[src/rtl/tetris_pkg.sv]
// Shared board geometry and the line_clear state encoding used across the
// Tetris board modules.
package tetris_pkg;

  localparam int BOARD_COLS = 10;
  localparam int BOARD_ROWS = 20;
  localparam int COLOUR_W   = 6;
  localparam int BOARD_AW   = 8;
  localparam int EMPTY_CELL = 0;

  typedef enum logic [2:0] {
    LC_IDLE,
    LC_SCAN_RD,
    LC_SCAN_CHK,
    LC_COPY_RD,
    LC_COPY_WR,
    LC_CLR_TOP,
    LC_DONE,
    LC_HOLD
  } lc_state_t;

endpackage

[src/rtl/line_clear.sv]
// Scans the board RAM bottom-up, removes full rows by shifting everything
// above down one row and zero-filling the top row, then pulses complete.
module line_clear
  import tetris_pkg::*;
#(
  parameter int COLS = BOARD_COLS,
  parameter int ROWS = BOARD_ROWS,
  parameter int CW   = COLOUR_W,
  parameter int AW   = BOARD_AW
) (
  input  logic          clk,
  input  logic          reset,
  input  logic          enable,
  input  logic [CW-1:0] ram_q,
  output logic [AW-1:0] ram_addr,
  output logic          wren,
  output logic [CW-1:0] data,
  output logic          busy,
  output logic          complete,
  output logic [2:0]    lines_cleared
);

  localparam logic [AW-1:0] COLS_A   = AW'(COLS);
  localparam logic [AW-1:0] LAST_X   = AW'(COLS - 1);
  localparam logic [AW-1:0] TOP_Y    = AW'(ROWS - 1);
  localparam logic [AW-1:0] TOP_BASE = AW'((ROWS - 1) * COLS);
  localparam logic [AW-1:0] ONE      = AW'(1);

  lc_state_t     state, state_n;
  logic [AW-1:0] y, y_n, x, x_n, base, base_n, d, d_n, dbase, dbase_n;
  logic [2:0]    lc_n;

  always_ff @(posedge clk or posedge reset) begin
    if (reset) begin
      state         <= LC_IDLE;
      y             <= '0;
      x             <= '0;
      base          <= '0;
      d             <= '0;
      dbase         <= '0;
      lines_cleared <= '0;
    end else begin
      state         <= state_n;
      y             <= y_n;
      x             <= x_n;
      base          <= base_n;
      d             <= d_n;
      dbase         <= dbase_n;
      lines_cleared <= lc_n;
    end
  end

  // base tracks y*COLS and dbase tracks d*COLS so no multiplier is needed
  always_comb begin
    state_n  = state;
    y_n      = y;
    x_n      = x;
    base_n   = base;
    d_n      = d;
    dbase_n  = dbase;
    lc_n     = lines_cleared;
    ram_addr = '0;
    wren     = 1'b0;
    data     = '0;
    busy     = 1'b0;
    complete = 1'b0;
    case (state)
      LC_IDLE: begin
        if (enable) begin
          y_n     = TOP_Y;
          base_n  = TOP_BASE;
          x_n     = '0;
          lc_n    = '0;
          state_n = LC_SCAN_RD;
        end
      end
      LC_SCAN_RD: begin
        busy     = 1'b1;
        ram_addr = base + x;
        state_n  = LC_SCAN_CHK;
      end
      LC_SCAN_CHK: begin
        busy = 1'b1;
        if (ram_q == CW'(EMPTY_CELL)) begin
          if (y == '0) begin
            state_n = LC_DONE;
          end else begin
            y_n     = y - ONE;
            base_n  = base - COLS_A;
            x_n     = '0;
            state_n = LC_SCAN_RD;
          end
        end else if (x == LAST_X) begin
          lc_n    = (lines_cleared == 3'd7) ? lines_cleared : lines_cleared + 3'd1;
          d_n     = y;
          dbase_n = base;
          x_n     = '0;
          state_n = (y == '0) ? LC_CLR_TOP : LC_COPY_RD;
        end else begin
          x_n     = x + ONE;
          state_n = LC_SCAN_RD;
        end
      end
      LC_COPY_RD: begin
        busy     = 1'b1;
        ram_addr = dbase - COLS_A + x;
        state_n  = LC_COPY_WR;
      end
      LC_COPY_WR: begin
        busy     = 1'b1;
        wren     = 1'b1;
        ram_addr = dbase + x;
        data     = ram_q;
        if (x != LAST_X) begin
          x_n     = x + ONE;
          state_n = LC_COPY_RD;
        end else if (d == ONE) begin
          x_n     = '0;
          state_n = LC_CLR_TOP;
        end else begin
          d_n     = d - ONE;
          dbase_n = dbase - COLS_A;
          x_n     = '0;
          state_n = LC_COPY_RD;
        end
      end
      LC_CLR_TOP: begin
        busy     = 1'b1;
        wren     = 1'b1;
        ram_addr = x;
        data     = CW'(EMPTY_CELL);
        if (x == LAST_X) begin
          // y is left alone so the row that just dropped in gets rescanned
          x_n     = '0;
          state_n = LC_SCAN_RD;
        end else begin
          x_n = x + ONE;
        end
      end
      LC_DONE: begin
        complete = 1'b1;
        state_n  = LC_HOLD;
      end
      LC_HOLD: begin
        if (!enable) state_n = LC_IDLE;
      end
      default: state_n = LC_IDLE;
    endcase
  end

endmodule
[config.mk]
export PLATFORM = sky130hd
export DESIGN_NAME = line_clear
export DESIGN_NICKNAME = d
export VERILOG_FILES = /design/src/rtl/tetris_pkg.sv /design/src/rtl/line_clear.sv
export SDC_FILE = /design/constraint.sdc
export NUM_CORES = 1
export LEC_CHECK = 0
export BUFFER_PORTS_ARGS = -buffer_cell sky130_fd_sc_hd__buf_4
export CAP_MARGIN = 20
export CORE_UTILIZATION = 52
export DETAILED_ROUTE_END_ITERATION = 12
export GPL_TIMING_DRIVEN = 0
export PLACE_DENSITY_LB_ADDON = 0.25
export SLEW_MARGIN = 15
export SYNTH_ARGS = -nofsm -noshare
export SYNTH_HDL_FRONTEND = slang
export SYNTH_SLANG_ARGS = --single-unit
[constraint.sdc]
create_clock -name clk -period 5.2 [get_ports clk]
set_input_delay 0.26 -clock clk [delete_from_list [all_inputs] [get_ports clk]]
set_output_delay 0.26 -clock clk [all_outputs]
set_load 0.05 [all_outputs]
======== Word level (Yosys, flattened, before mapping) ========
Cells that the tools add are included.
word-level totals
  bits in registers ....................... 46
  output and inout port bits .............. 20
  logic and storage cells ................. 95
operators by class
  add/sub/neg operators ................... 9
  equal/unequal tests ..................... 22
  mux-type cells .......................... 44
  reductions and logical operators ........ 13
operator list
  operator             number
  $mux 8               19
  $pmux 8 s2           4
  $pmux 8 s4           2
  $mux 3               13
  $add 8x8->8          3
  $pmux 3 s8           1
  $ne 2x2->1 const B   10
  $sub 8x1->8 const B  2
  $sub 8x4->8 const B  2
  $eq 3x3->1 const B   5
  $reduce_and 5->1     2
  $add 8x1->8 const B  1
  $eq 8x1->1 const B   1
  $eq 8x4->1 const B   1
  $logic_not 8->1      1
  $ne 8x4->1 const B   1
  $eq 3x2->1 const B   2
  $logic_not 6->1      1
  $mux 6               1
  $pmux 3 s2           1
  $reduce_and 3->1     2
  $reduce_or 5->1      1
  $reduce_and 4->1     1
  $reduce_bool 2->1    2
  other kinds (7)      9

======== Depth between registers and ports, before layout ========
  word-level depth ........................ 5
  mapped depth ............................ 14
  mapped depth without buffers ............ 13

======== Worst setup path before layout ========
No wires, ideal clock.
  path kind ............................... register to output
  start ................................... reg state[2]
  end ..................................... out ram_addr[7]
  arrival ................................. 3637 ps
  required time ........................... 4940 ps
  path slack .............................. 1303 ps
  stages on the path, launching flop included .. 14
  cell sequence ........................... dfrtp_1 -> buf_2 -> clkinv_1 -> nor2_1 -> nor2_1 -> o22ai_1 -> o21ai_0 -> ha_1 -> a21o_1 -> o21ai_0 -> a32o_1 -> or3_1 -> and4b_1 -> a211o_1
between the ends
  cells in the longest elaborated chain, start to end .. 2
  elaborated cells between the ends (all ways) .. 5
  those cells by class .................... eq/ne: 4; mux: 1
ends and longest elaborated chain
  element                                   line              RTL
  start, declared                           line_clear.sv:29  lc_state_t state, state_n;
  start signal, assigned                    line_clear.sv:43  state <= state_n;
  $eq 3x3->1, or another cell as far along  line_clear.sv:67  case (state)
  $pmux 8 s4 *                              line_clear.sv:67
  end, declared                             line_clear.sv:15  output logic [AW-1:0] ram_addr,
Mark *: on every way between the ends. The rest lies on a longest branch, timed or not.

======== Worst setup path after layout ========
  start ................................... reg state[0]
  end ..................................... out ram_addr[7]
The elaborated chain is that of the path after synthesis.

==> flow_metrics.tcl <==
set metrics [dict create \
    fin_cells 508 \
    drive_gt1_share_pct 14.5 \
    power_density_nw_per_um2 515 \
    synth_area_sq_um 3270 \
    path_common_cell "o21ai_0" \
    r2r_start "x[1]" \
    path_class "reg2out" \
    slowest_delay_ns 0.38 \
    gp_congestion 0.894 \
    cts_hold_buf 1 \
    r2r_end "x[5]" \
    tns_ns 0 \
    vias 3120 \
    tightestPinTransition_ns 0.770 \
    max_freq_ghz 0.230 \
    holdPathStages 3 \
    min_period_ns 4.34 \
    cts_tree "done" \
    start_util_pct 54.7 \
    reg2regPathDepth 9 \
    min_from "enable" \
    htreeDepth 2 \
    grt_usage_pct 26.7 \
    dr.pass1.iters 5 \
    placedCellCount 499 \
    cts-root-buf "clkbuf_8" \
    synth_area_leaders "dfrtp_1, ha_1, o21ai_0" \
    vias_per_cell 6.14 \
    grt-ovfl-total 0 \
    ys.warnings.count 0 \
    synth_flop_cell "dfrtp_1" \
    dpl.hpwl_mm 5.88 \
    async_flop_share_pct 100 \
    path_cells "buf_2, or3b_2, clkbuf_1, o21ai_0, o221a_2, ha_1, o211a_1, o21ai_0, a32o_1, or3_1, and4b_1, a211o_1, buf_4" \
    grt_pass1_vias 2932 \
    wl_per_cell_microns 15.8 \
    synth_common_cells "nor2_1, dfrtp_1, o21ai_0, nand2_1, a21oi_1" \
    fillers 519 \
    pin_count 29 \
    maxCapViolCount 0 \
    antenna_found_initial 0 \
    synth_edf_count 0 \
    dieArea_sq_um 6620 \
    worstPathMaxFanout 10 \
    grt_pass1_wl_mm 13.5 \
    hold_viol 0 \
    synth_nets 422 \
    regArea_sq_um 1130 \
    cp-start-kind "flop" \
    cts.repair.resized 0 \
    grt_start_max_net_pins 32 \
    drtIter0Drc 253 \
    hold_slack_ns 0.233 \
    syn2layout_area_growth_pct 13.2 \
    postLayoutCoreUtil_pct 61.9 \
    slowest_stage "o221a_2" \
    end_kind "primary output" \
    ys_seq_area_share_pct 34.4 \
    synth.most_common_cell "nor2_1" \
    postCtsSetupRepairBufs 0 \
    finClkSkew_ns 0.0168 \
    post-route-period-util_pct 83.5 \
    critPathRequiredTime_ns 4.94 \
    multi_input_area_sq_um 1990 \
    final_antenna_net_count 0 \
    relSlewSlack_pct 48.6 \
    ir_drop_v 0.000403 \
    numCtsBuffers 5 \
    clk_latency_ns 0.32 \
    cp-startpoint "state[0]" \
    synth_top_area_share_pct 34.4 \
    clkTransAtPathRegs_ns 0.11 \
    synth_seq_cells 45 \
    wl_mm 8.04 \
    post-route-drc-count 0 \
    arrival_ns 4.08 \
    status "finished clean" \
    synth_area_per_cell_sq_um 8.29 \
    synth_cells 395 \
    p_leak_uw 0.00162 \
    r2r_setup_slack_ns 2.66 \
    cts_sinks 45 \
    slew_violations 0 \
    grt_setup_unrepaired "no" \
    port_buffers 28 \
    clockBufferDepth 2 \
    fp.dieW_microns 81.4 \
    hold_path_end "state[1]" \
    nets 459 \
    die_h_microns 81.4 \
    setup_viol 0 \
    yosysUniqueCellTypes 62 \
    yosysTopAreaCell "dfrtp_1" \
    fp.coreArea_sq_um 5990 \
    hp-class "in2reg" \
    row_count 28 \
    num_antenna_cells 0 \
]
-- per-stage QoR --
step	setup slack, ns	total power, uW	cell area (sq um)
finish	0.860	1910	3710
CTS	0.879	1910	3710
floorplan	1.30	1360	3270
global route	0.556	2040	3710
detailed placement	1.25	1650	3600
global placement	1.30	1630	3580
-- cell families (layout without fill, tap and decap cells) --
logic type	Yosys count	in the layout	synth area share [%]
AND/OR/NAND/NOR	150	150	22.9
buffers and inverters	35	73	4.93
multiplexers	2	2	0.611
AO/OA/AOI/OAI	129	129	25.8
flip-flops	45	45	34.4
adder cells (fa/ha/maj)	18	18	7.11
XOR/XNOR	16	16	4.28
-- worst max-delay path by stage --
stage,cells after the start,endpoint
floorplan,13,ram_addr[7]
global placement,13,ram_addr[7]
detailed placement,13,ram_addr[7]
CTS,13,ram_addr[7]
global route,13,ram_addr[7]
finish,13,ram_addr[7]
-- power breakdown --
part | switching (uW) | internal (uW) | total, uW
clock network | 145 | 102 | 247
registers | 65.0 | 396 | 461
logic | 779 | 421 | 1200
total | 990 | 918 | 1910
-- per-layer routing --
metal	vias to the layer above	part of all wire [%]	GRT usage, %
li1	1499	-	-
met1	1480	45	34.6
met2	126	47	44.3
met3	15	6.2	4.94
met4	0	1.5	9.29
met5	-	0	0
-- placed cells by master, fill, tap and decap left out, drive strengths merged, types with 3 or more instances in the layout --
cell / n
a21o: 4
a21oi: 34
a22o: 7
a22oi: 4
a31oi: 3
and2: 11
buf: 38
clkbuf: 15
dfrtp: 45
ha: 17
inv: 18
nand2: 32
nand3: 13
nor2: 50
nor2b: 3
nor3: 17
nor3b: 3
nor4: 7
o21a: 3
o21ai: 46
o221a: 3
o31ai: 5
or3: 3
xnor2: 8
xor2: 8
-- worst max-delay path, delay by kind of cell, from the launching register on --
family	cells	cell delay [ns]
AOI/OAI and AO/OA	6	1.54
adders and majority gates	1	0.32
buffers and inverters	3	0.78
DFF	1	0.35
and+or+nand+nor	3	0.76
-- flip-flops by register name (all words and copies together), names as in the netlist --
signal,flops
state,3
base,7
x,8
lines_cleared,3
dbase,8
y,8
d,8
-- area by class of cell --
| class | instances | area share (%) |
|---|---|---|
| Tap cell | 75 | 2.53 |
| Multi-Input combinational cell | 315 | 53.6 |
| Inverter | 16 | 1.62 |
| Sequential cell | 45 | 30.4 |
| Timing Repair Buffer | 30 | 6.48 |
| Clock buffer | 5 | 1.86 |
| Clock inverter | 3 | 0.777 |
| Buffer | 19 | 2.73 |
No activity file was read; power rests on OpenSTA's default activity.
